File: src/rtl/irq_pkg.sv
// Shared definitions for the interrupt controller: FSM state encoding,
// register word indices and the source index map of the microcontroller.
package irq_pkg;

  // Handshake state; the numeric values are also what STATUS[9:8] reports.
  typedef enum logic [1:0] {
    IDLE   = 2'd0,
    REQ    = 2'd1,
    ACTIVE = 2'd2
  } irq_state_e;

  // Register word indices on bus_addr.
  localparam logic [1:0] REG_PENDING  = 2'd0;
  localparam logic [1:0] REG_ENABLE   = 2'd1;
  localparam logic [1:0] REG_EDGE_SEL = 2'd2;
  localparam logic [1:0] REG_STATUS   = 2'd3;

  // Interrupt source wiring on irq_src.
  localparam int IRQ_EXT1    = 0;
  localparam int IRQ_EXT2    = 1;
  localparam int IRQ_TIM1    = 2;
  localparam int IRQ_TIM2    = 3;
  localparam int IRQ_UART_RX = 4;
  localparam int IRQ_UART_TX = 5;
  localparam int IRQ_GPIO    = 6;

endpackage

File: src/rtl/irq_priority_enc.sv
// Combinational fixed-priority encoder: the lowest set bit of req wins.
module irq_priority_enc #(
  parameter int NUM_SOURCES = 8,
  parameter int ID_W        = 5
) (
  input  logic [NUM_SOURCES-1:0] req,
  output logic [ID_W-1:0]        idx,
  output logic                   valid
);

  // Scan from the top down so the lowest set index is the last assignment.
  always_comb begin
    idx   = '0;
    valid = 1'b0;
    for (int i = NUM_SOURCES - 1; i >= 0; i--) begin
      if (req[i]) begin
        idx   = ID_W'(i);
        valid = 1'b1;
      end
    end
  end

endmodule

File: src/rtl/irq_controller.sv
// Memory-mapped interrupt controller: latches/masks sources, picks the
// lowest-index candidate and runs a request/ack/done handshake with the core.
// Optional build macro IRQ_CTRL_SYNC_EN adds a 2-flop synchronizer per source.
//
// Handshake: irq_out rises with a latched irq_id (REQ); a one-cycle irq_ack
// while in REQ moves to ACTIVE and drops irq_out; a one-cycle irq_done while
// ACTIVE returns to IDLE. Strobes outside those states are ignored. irq_id
// returns to 0 whenever the FSM goes back to IDLE.
module irq_controller
  import irq_pkg::*;
#(
  parameter int NUM_SOURCES = 8,
  parameter int ID_W        = 5
) (
  input  logic                   clk,
  input  logic                   reset,
  input  logic [NUM_SOURCES-1:0] irq_src,
  input  logic [1:0]             bus_addr,
  input  logic [31:0]            bus_wdata,
  input  logic                   bus_we,
  input  logic                   bus_re,
  output logic [31:0]            bus_rdata,
  output logic                   irq_out,
  output logic [ID_W-1:0]        irq_id,
  input  logic                   irq_ack,
  input  logic                   irq_done
);

  logic [NUM_SOURCES-1:0] src_s, src_q, pending, enable, edge_sel;
  logic [NUM_SOURCES-1:0] cand, id_mask, rise, w1c, ack_clr, sel_chg, pend_nxt;
  logic [NUM_SOURCES-1:0] wdata_n;
  logic [ID_W-1:0]        sel;
  logic                   sel_valid;
  logic [4:0]             id5;
  logic [31:0]            status;
  irq_state_e             state;
  logic                   unused_wdata;

`ifdef IRQ_CTRL_SYNC_EN
  logic [NUM_SOURCES-1:0] sync1, sync2;

  // Two-flop synchronizer for asynchronous sources.
  always_ff @(posedge clk or negedge reset) begin
    if (!reset) begin
      sync1 <= '0;
      sync2 <= '0;
    end else begin
      sync1 <= irq_src;
      sync2 <= sync1;
    end
  end

  assign src_s = sync2;
`else
  assign src_s = irq_src;
`endif

  assign wdata_n      = bus_wdata[NUM_SOURCES-1:0];
  assign unused_wdata = ^bus_wdata;

  assign cand    = pending & enable;
  assign id_mask = NUM_SOURCES'(1) << irq_id;
  assign rise    = src_s & ~src_q;
  assign w1c     = (bus_we && bus_addr == REG_PENDING) ? wdata_n : '0;
  assign ack_clr = (state == REQ && irq_ack) ? id_mask : '0;
  // Switching a bit's mode discards whatever it had latched.
  assign sel_chg = (bus_we && bus_addr == REG_EDGE_SEL) ? (wdata_n ^ edge_sel) : '0;

  // Edge bits: a new edge beats any clear; level bits track last cycle's source.
  assign pend_nxt = ((edge_sel & (rise | (pending & ~(w1c | ack_clr))))
                    | (~edge_sel & src_s)) & ~sel_chg;

  assign id5    = 5'(irq_id);
  assign status = {22'b0, state, 3'b0, id5};

  irq_priority_enc #(
    .NUM_SOURCES(NUM_SOURCES),
    .ID_W       (ID_W)
  ) u_enc (
    .req  (cand),
    .idx  (sel),
    .valid(sel_valid)
  );

  // Source history and pending latch.
  always_ff @(posedge clk or negedge reset) begin
    if (!reset) begin
      src_q   <= '0;
      pending <= '0;
    end else begin
      src_q   <= src_s;
      pending <= pend_nxt;
    end
  end

  // Configuration registers and registered read port (reads see pre-write values).
  always_ff @(posedge clk or negedge reset) begin
    if (!reset) begin
      enable    <= '0;
      edge_sel  <= '0;
      bus_rdata <= '0;
    end else begin
      if (bus_we && bus_addr == REG_ENABLE)   enable   <= wdata_n;
      if (bus_we && bus_addr == REG_EDGE_SEL) edge_sel <= wdata_n;
      if (bus_re) begin
        case (bus_addr)
          REG_PENDING:  bus_rdata <= 32'(pending);
          REG_ENABLE:   bus_rdata <= 32'(enable);
          REG_EDGE_SEL: bus_rdata <= 32'(edge_sel);
          default:      bus_rdata <= status;
        endcase
      end
    end
  end

  // Request/acknowledge/complete handshake with registered outputs.
  always_ff @(posedge clk or negedge reset) begin
    if (!reset) begin
      state   <= IDLE;
      irq_out <= 1'b0;
      irq_id  <= '0;
    end else begin
      case (state)
        IDLE: begin
          if (sel_valid) begin
            state   <= REQ;
            irq_out <= 1'b1;
            irq_id  <= sel;
          end
        end
        REQ: begin
          if (irq_ack) begin
            state   <= ACTIVE;
            irq_out <= 1'b0;
          end else if (~|(cand & id_mask)) begin
            state   <= IDLE;
            irq_out <= 1'b0;
            irq_id  <= '0;
          end
        end
        ACTIVE: begin
          if (irq_done) begin
            state  <= IDLE;
            irq_id <= '0;
          end
        end
        default: begin
          state   <= IDLE;
          irq_out <= 1'b0;
          irq_id  <= '0;
        end
      endcase
    end
  end

endmodule

File: config.mk
export PLATFORM = sky130hd
export DESIGN_NAME = irq_controller
export DESIGN_NICKNAME = d
export VERILOG_FILES = /design/src/rtl/irq_pkg.sv /design/src/rtl/irq_priority_enc.sv /design/src/rtl/irq_controller.sv
export SDC_FILE = /design/constraint.sdc
export NUM_CORES = 1
export LEC_CHECK = 0
export CAP_MARGIN = 20
export CORE_MARGIN = 4
export CORE_UTILIZATION = 30
export CTS_CLUSTER_DIAMETER = 50
export DETAILED_ROUTE_END_ITERATION = 8
export PLACE_DENSITY = 0.65
export SYNTH_ARGS = -nofsm -noshare
export SYNTH_HDL_FRONTEND = slang
export SYNTH_HIERARCHICAL = 1
export SYNTH_SLANG_ARGS = --single-unit
File: constraint.sdc
create_clock -name clk -period 2.4 [get_ports clk]
set_clock_uncertainty 0.05 [all_clocks]
set_input_delay 0.6 -clock clk [delete_from_list [all_inputs] [get_ports clk]]
set_output_delay 0.6 -clock clk [all_outputs]
set_load 0.005 [all_outputs]
==> summary.md, run 1 <==
| Metric | Value |
|---|---|
| Synth Register Bits | 50 |
| Reg2reg path depth | 7 |
| Worst r2r dst | irq_id[0]$_DFFE_PN0P_ |
| Top_reg_cell synth | dfrtp_1 |
| Highest cell delay on the worst timing path | about 670 ps |
| Initial antenna violation count | 0 |
| Mapped Cells | 270 |
| Root buf cell | clkbuf_8 |
| Area grow syn2layout | 21.7% |
| # clock sinks | 50 |
| Post-route ant nets | 0 |
| DIE HEIGHT | roughly 110 um |
| WP data arrival | roughly 1600 ps |
| Port-buffer cells | 39 |
| Pwr/cell area | ~770 nW/um2 |
| Setup WS pre-CTS | -2.34 ps |
| FMAX | 0.447 GHz |
| Layout Nets | between 300 and 400 |
| Gr ovfl total | 0 |
| Storage cell area | approximately 1300 um2 |
| Clock latency on the worst-skew pair | about 300 ps |
| Final setup fails | 0 |
| Buf+Inv Stages, Crit Path | 1 |
| Clock buffer depth | 2 |
| Antenna Diode Count | 0 |
| Post-synth EDFFs | 0 |
| Via count | between 2000 and 2500 |
| FF-to-FF setup slack | 290 ps |
| CP required | 1750 ps |
| RSZ-0062 raised after global routing | false |
| DP Area | 3350 um2 |
| Max-cap violations | 0 |
| Status | finished, final reports clean |
| Syn_area_per_cell | 10.5 um2 |
| H-tree depth | 2 |
| Final Cycle Share | 93.3% |
| Non-Filler Cell Area, Final | 3440 um2 |
| Hold Violations, Final | 0 |
| Crit path capture type | output port |
| Netlist cell types | 49 |
| Largest net degree at the start of global routing | 31 |
| GRT Total Usage | approximately an eighth |
| Tightest Pin Transition | 583 ps |
| Layout cells sized above 1 | between 10% and 20% |
| Hold Crit Class | primary input to async pin |
| Post-CTS setup repair buffer count | 0 |
| Wire length per cell | roughly 15 um |
| Maximum VDD drop | roughly 0.26 mV |
| TritonCTS clock tree | yes |
| Async S/R FF share, synth | between 90% and 100% |
| Final core occ | between 30% and 40% |
| Worst-path cell chain | clkdlybuf4s50_1 |
| Leakage | 1.41 nW |
| Final Worst Setup Slack | about 160 ps |
| Critical Path Fanout Max | 17 |
| Global-route wire length before repair | ~11 mm |
| Multi-input gate area | approximately 1400 um2 |
| Number of global-route vias before repair | 2184 |
| Die ar. | 11000 um2 |
| Critical path type | flop to output port |
| Via density | about 5 |
| Final setup TNS | 0 ps |
| Clk slew on worst S/H paths | ~90 ps |
| PostCTS Resize Cnt | 1 |
| Hold Slack | approximately 210 ps |
| 1st-iter DRT viols | just over 80 |
| Drt pass-1 iters | 5 |
| I/O pin total | 86 |
| Post-Syn Area | 2820 um2 |
| DP HPWL | 5.07 mm |
| Final WL | roughly 6.6 mm |
| CP top delay family | flip-flops |
| Syn. warnings | 6 |
| DRC | 0 |
| # fillers | just over 900 |
| Die width | roughly 110 um |
| Hold_buf cts | 0 |
| Initial Util | approximately 31% |
| Placer Congestion | just over 0.8 |
| Reg-to-reg critical path startpoint | pending[5]$_DFF_PN0_ |
| TritonCTS Buffers | 5 |
| Post-synthesis sequential area ratio | 44.3% |
| Core area | ~9200 um2 |
| Max-slew violation count | 0 |
| CP Launch Type | flop |
| Rows | 35 |
| Max-slew headroom | between 60% and 70% |
| Tmin final | around 2200 ps |
| Worst path slowest cell | dfrtp_1 |
==> cell type report <==
| cell class | instances | area share, % |
|---|---|---|
| inverters | 6 | 0.655 |
| well taps | 111 | 4.04 |
| clock buffers | 7 | 2.22 |
| flip-flops and latches | 50 | 36.4 |
| repair buffers | 57 | 15.5 |
| multi-input cells | 201 | 41.2 |
==> registers in the layout, indices dropped and copies added, names as in the netlist <==
name,cells
state,2
src_q,8
irq_id,5
pending,8
bus_rdata,10
irq_out,1
edge_sel,8
enable,8
==> where the power goes <==
part	internal (mW)	total [mW]	switching (mW)
combinational	0.523	0.921	0.397
sequential	1.02	1.25	0.230
clock	0.201	0.467	0.266
total	1.75	2.64	0.893
==> per-layer routing <==
| layer | global-route usage, % | wire (um) |
|---|---|---|
| met3 | 2.66 | 347 |
| met1 | 16.5 | 3000 |
| met2 | 19.4 | 3170 |
| met4 | 2.91 | 41 |
| met5 | 0 | 0 |
==> cell usage in the layout (no fill, tap or decap), types with 3 or more instances in the layout <==
master and instances:
a22oi_1 3, mux2_2 21, nor2_1 15, clkdlybuf4s50_1 38, and2_1 8, dfrtp_1 50
clkbuf_8 5, nor3b_1 5, a21oi_1 13, buf_4 17, o21ai_0 14, o21bai_1 4
nor2b_1 6, conb_1 24, nand3_1 6, or3b_2 5, xor2_1 8, o2bb2ai_1 3
mux2i_1 3, nand3b_1 3, nand2_1 22, a32o_1 3, inv_1 6, nand4b_1 3
nand4_1 3, mux4_2 5
==> kinds of logic after synthesis <==
kind of cell	count (synthesis)	share of synthesized area (%)
buf+inv	41	8.99
flops	50	44.3
xor+xnor	9	2.79
compound gates	50	11.7
mux	29	13.4
simple gates	89	18.5
other cells	2	0.266
==> how the worst max path moves through the flow <==
stage	start	endpoint	slack [ps]	cells after the start
final	irq_id[0]$_DFFE_PN0P_	irq_id[0]	160	1
after global routing	pending[5]$_DFF_PN0_	irq_id[2]$_DFFE_PN0P_	30	7
after CTS	irq_id[0]$_DFFE_PN0P_	irq_id[0]	170	1
after detailed placement	bus_addr[0]	pending[3]$_DFF_PN0_	-2	4
after global placement	bus_addr[0]	pending[3]$_DFF_PN0_	10	4
after floorplan	pending[5]$_DFF_PN0_	irq_id[0]$_DFFE_PN0P_	420	7
==> synth_stat cells, types with 4 or more instances <==
master    count  area share (%)
dfrtp_1      50              44
buf_4        25             6.6
nand2_1      22             2.9
mux2_2       21             8.4
nor2_1       15             2.0
o21ai_0      14             2.5
a21oi_1      13             2.3
and2_1        8             1.8
xor2_1        8             2.5
inv_1         6            0.80
nand3_1       6             1.1
nor2b_1       6             1.3
buf_2         5            0.89
clkbuf_1      5            0.66
mux4_2        5             4.0
nor3b_1       5             1.3
or3b_2        5             1.6
o21bai_1      4             1.1
==> per-stage QoR <==
stage	instances	power [mW]
6_report	432	2.64
5_1_grt	432	2.83
4_1_cts	432	2.65
3_5_place_dp	425	2.17
3_3_place_gp	425	2.13
2_1_floorplan	292	1.78
Power figures use the tool's default switching activity.
==> inputs of run 2 (changes only) <==
PLACE_DENSITY = 0.66   (was 0.65)
SYNTH_HIERARCHICAL = unset   (was 1)
==> summary.md, run 2 <==
| Metric | Value |
|---|---|
| Status | finished, final reports clean |
| Wire length per cell | 14.7 um (-3.4%) |
| PostCTS Resize Cnt | 0 (-1) |
| Critical path depth | 1 (unchanged) |
| H-tree depth | 2 (unchanged) |
| Post-Syn Area | 2600 um2 (-7.8%) |
| Max-slew violation count | 0 (unchanged) |
| Leakage | 1.41 nW (+0.43%) |
| TritonCTS Buffers | 5 (unchanged) |
| Via count | 2097 (-2.6%) |
| FMAX | 0.457 GHz (+2.3%) |
| DRC | 0 (unchanged) |
| DP HPWL | 4.60 mm (-9.3%) |
| Mapped Cells | 265 (-1.9%) |
| GRT Total Usage | 12.3% (+0.27 points) |
| Top_reg_cell synth | dfrtp_1 |
| Via density | 5.04 (+1.1%) |
| Most common cell after layout, fill and taps aside | dfrtp_1 |
| Post-synthesis sequential area ratio | 46.1% (+1.8 points) |
| Final setup fails | 0 (unchanged) |
| Largest net degree at the start of global routing | 19 (-39%) |
| Most frequent cells in the layout | 48 x dfrtp_1, 38 x nand2_1, 36 x clkdlybuf4s50_1 |
| Area leader, netlist | dfrtp_1 |
| Syn_area_per_cell | 9.83 um2 (-6.0%) |
| CP Launch Type | flop |
| Number of global-route vias before repair | 2061 (-5.6%) |
| Core area | 8340 um2 (-9.3%) |
| Crit path capture type | output port |
| Clock latency on the worst-skew pair | 310 ps (about the same) |
| Count leader, synth | dfrtp_1 |
| Placer Congestion | 0.858 (+3.9%) |
| Final Cycle Share | 91.1% (-2.1 points) |
| CP required | 1750 ps (about the same) |
| Initial antenna violation count | 0 (unchanged) |
| Pwr/cell area | 771 nW/um2 (+0.40%) |
| Async S/R FF share, synth | 100% (unchanged) |
| Max reg flops | 10 (unchanged) |
| Port-buffer cells | 37 (-5.1%) |
| Clk slew on worst S/H paths | 90 ps (about the same) |
| RSZ-0062 raised after global routing | false |
| Worst-path cell chain | clkdlybuf4s50_1 |
| # clock sinks | 48 (-4.0%) |
| Final setup TNS | 0 ps (unchanged) |
| WP data arrival | 1540 ps (-50 ps) |
| Gr ovfl total | 0 (unchanged) |
| Rows | 33 (-5.7%) |
| Clock buffer depth | 2 (unchanged) |
| Root buf cell | clkbuf_8 |
| Largest register by flop count | bus_rdata |
| Die ar. | 10200 um2 (-7.2%) |
| Hold Violations, Final | 0 (unchanged) |
| Die width | 101 um (-3.7%) |
| Drt pass-1 iters | 4 (-1) |
| Worst path slowest cell | dfrtp_1 |
| Global-route wire length before repair | 10.0 mm (-7.9%) |
| Top cell type's share of synthesized area | 46.1% (+1.8 points) |
| Post-synth EDFFs | 0 (unchanged) |
| Layout cells sized above 1 | 9.97% (-9.3 points) |
| Reg2reg path depth | 5 (-2) |
| Tmin final | 2190 ps (-51.1 ps) |
| Placed Instances | 408 (-4.0%) |
| Hold Crit Class | primary input to async pin |
| Post-Layout Cell Count | 416 (-3.7%) |
| Maximum VDD drop | 0.277 mV (+5.7%) |
| Area grow syn2layout | 21.4% |
| Initial Util | 31.2% (+0.53 points) |
| Max-cap violations | 0 (unchanged) |
| Syn. warnings | 0 (-6) |
| DIE HEIGHT | 101 um (-3.7%) |
| 1st-iter DRT viols | 107 (+29%) |
| Most frequent cells after synthesis | 48 x dfrtp_1, 38 x nand2_1, 25 x buf_4 |
| Top post-synthesis cells by area | dfrtp_1 46%, buf_4 7.2%, nand2_1 5.5% |
| Post-CTS setup repair buffer count | 0 (unchanged) |
| Critical path type | flop to output port |
| Layout Nets | 358 (-3.0%) |
| Post-route ant nets | 0 (unchanged) |
| Final WL | 6.10 mm (-7.0%) |
| Highest cell delay on the worst timing path | 640 ps (-30 ps) |
| Antenna Diode Count | 0 (unchanged) |
| Hold_buf cts | 0 (unchanged) |
| Buf+Inv Stages, Crit Path | 1 (unchanged) |
| CP top delay family | flip-flops |
| I/O pin total | 86 (unchanged) |
| Critical Path Fanout Max | 14 (-3) |
| Netlist cell types | 48 (-2.0%) |
| Synth Register Bits | 48 (-4.0%) |
| TritonCTS clock tree | yes |
[run 2: logic make-up after synthesis]
| group | Yosys count | synth area share (%) |
|---|---|---|
| simple gates | 81 | 16.5 |
| other cells | 1 | 0.144 |
| compound gates | 63 | 16.3 |
| buf+inv | 53 | 11.7 |
| mux | 19 | 9.27 |
| flops | 48 | 46.1 |
[run 2: layer usage]
| metal | global-route usage, % | wire, um | vias to the layer above | part of all wire [%] |
|---|---|---|---|---|
| li1 | - | - | 985 | - |
| met1 | 16.3 | 2740 | 1030 | 45 |
| met2 | 19.7 | 2880 | 71 | 47 |
| met3 | 3.17 | 389 | 11 | 6.4 |
| met4 | 4.19 | 89 | 0 | 1.5 |
| met5 | 0 | 0 | - | 0 |
[run 2: stage by stage]
step	area, um2	worst slack [ps]	utilization [%]	power, mW	hold WS, ps
2_1_floorplan	2690	708	-	1.64	254
3_3_place_gp	3070	78.9	36.8	1.91	438
3_5_place_dp	3070	23.6	36.8	1.93	448
4_1_cts	3160	216	37.9	2.44	172
5_1_grt	3160	154	37.9	2.60	184
6_report	3160	213	37.9	2.44	171
[run 2: final timing paths]
path                                               start                  endpoint  slack (ps)
worst max register to register     irq_id[0]$_DFFE_PN0P_     irq_id[0]$_DFFE_PN0P_         590
worst min register to register  bus_rdata[0]$_DFFE_PN0P_  bus_rdata[0]$_DFFE_PN0P_         460
max in group asynchronous                          reset     enable[2]$_DFFE_PN0P_        1530
worst min-delay path                               reset     irq_id[2]$_DFFE_PN0P_         170
worst max-delay path               irq_id[0]$_DFFE_PN0P_                 irq_id[0]         210
min in group clk                bus_rdata[0]$_DFFE_PN0P_  bus_rdata[0]$_DFFE_PN0P_         460
[run 2: power by group]
part / switching, mW / internal (mW)
combinational: 0.334 / 0.418
sequential: 0.206 / 0.963
clock: 0.280 / 0.236
total: 0.820 / 1.62
[run 2: final cells by class]
type,count,area (um2)
fillers,837,5180
repair buffers,48,473
flip-flops and latches,48,1200
multi-input cells,187,1180
clock inverters,2,13.8
clock buffers,6,82.6
well taps,105,131
inverters,20,75.1
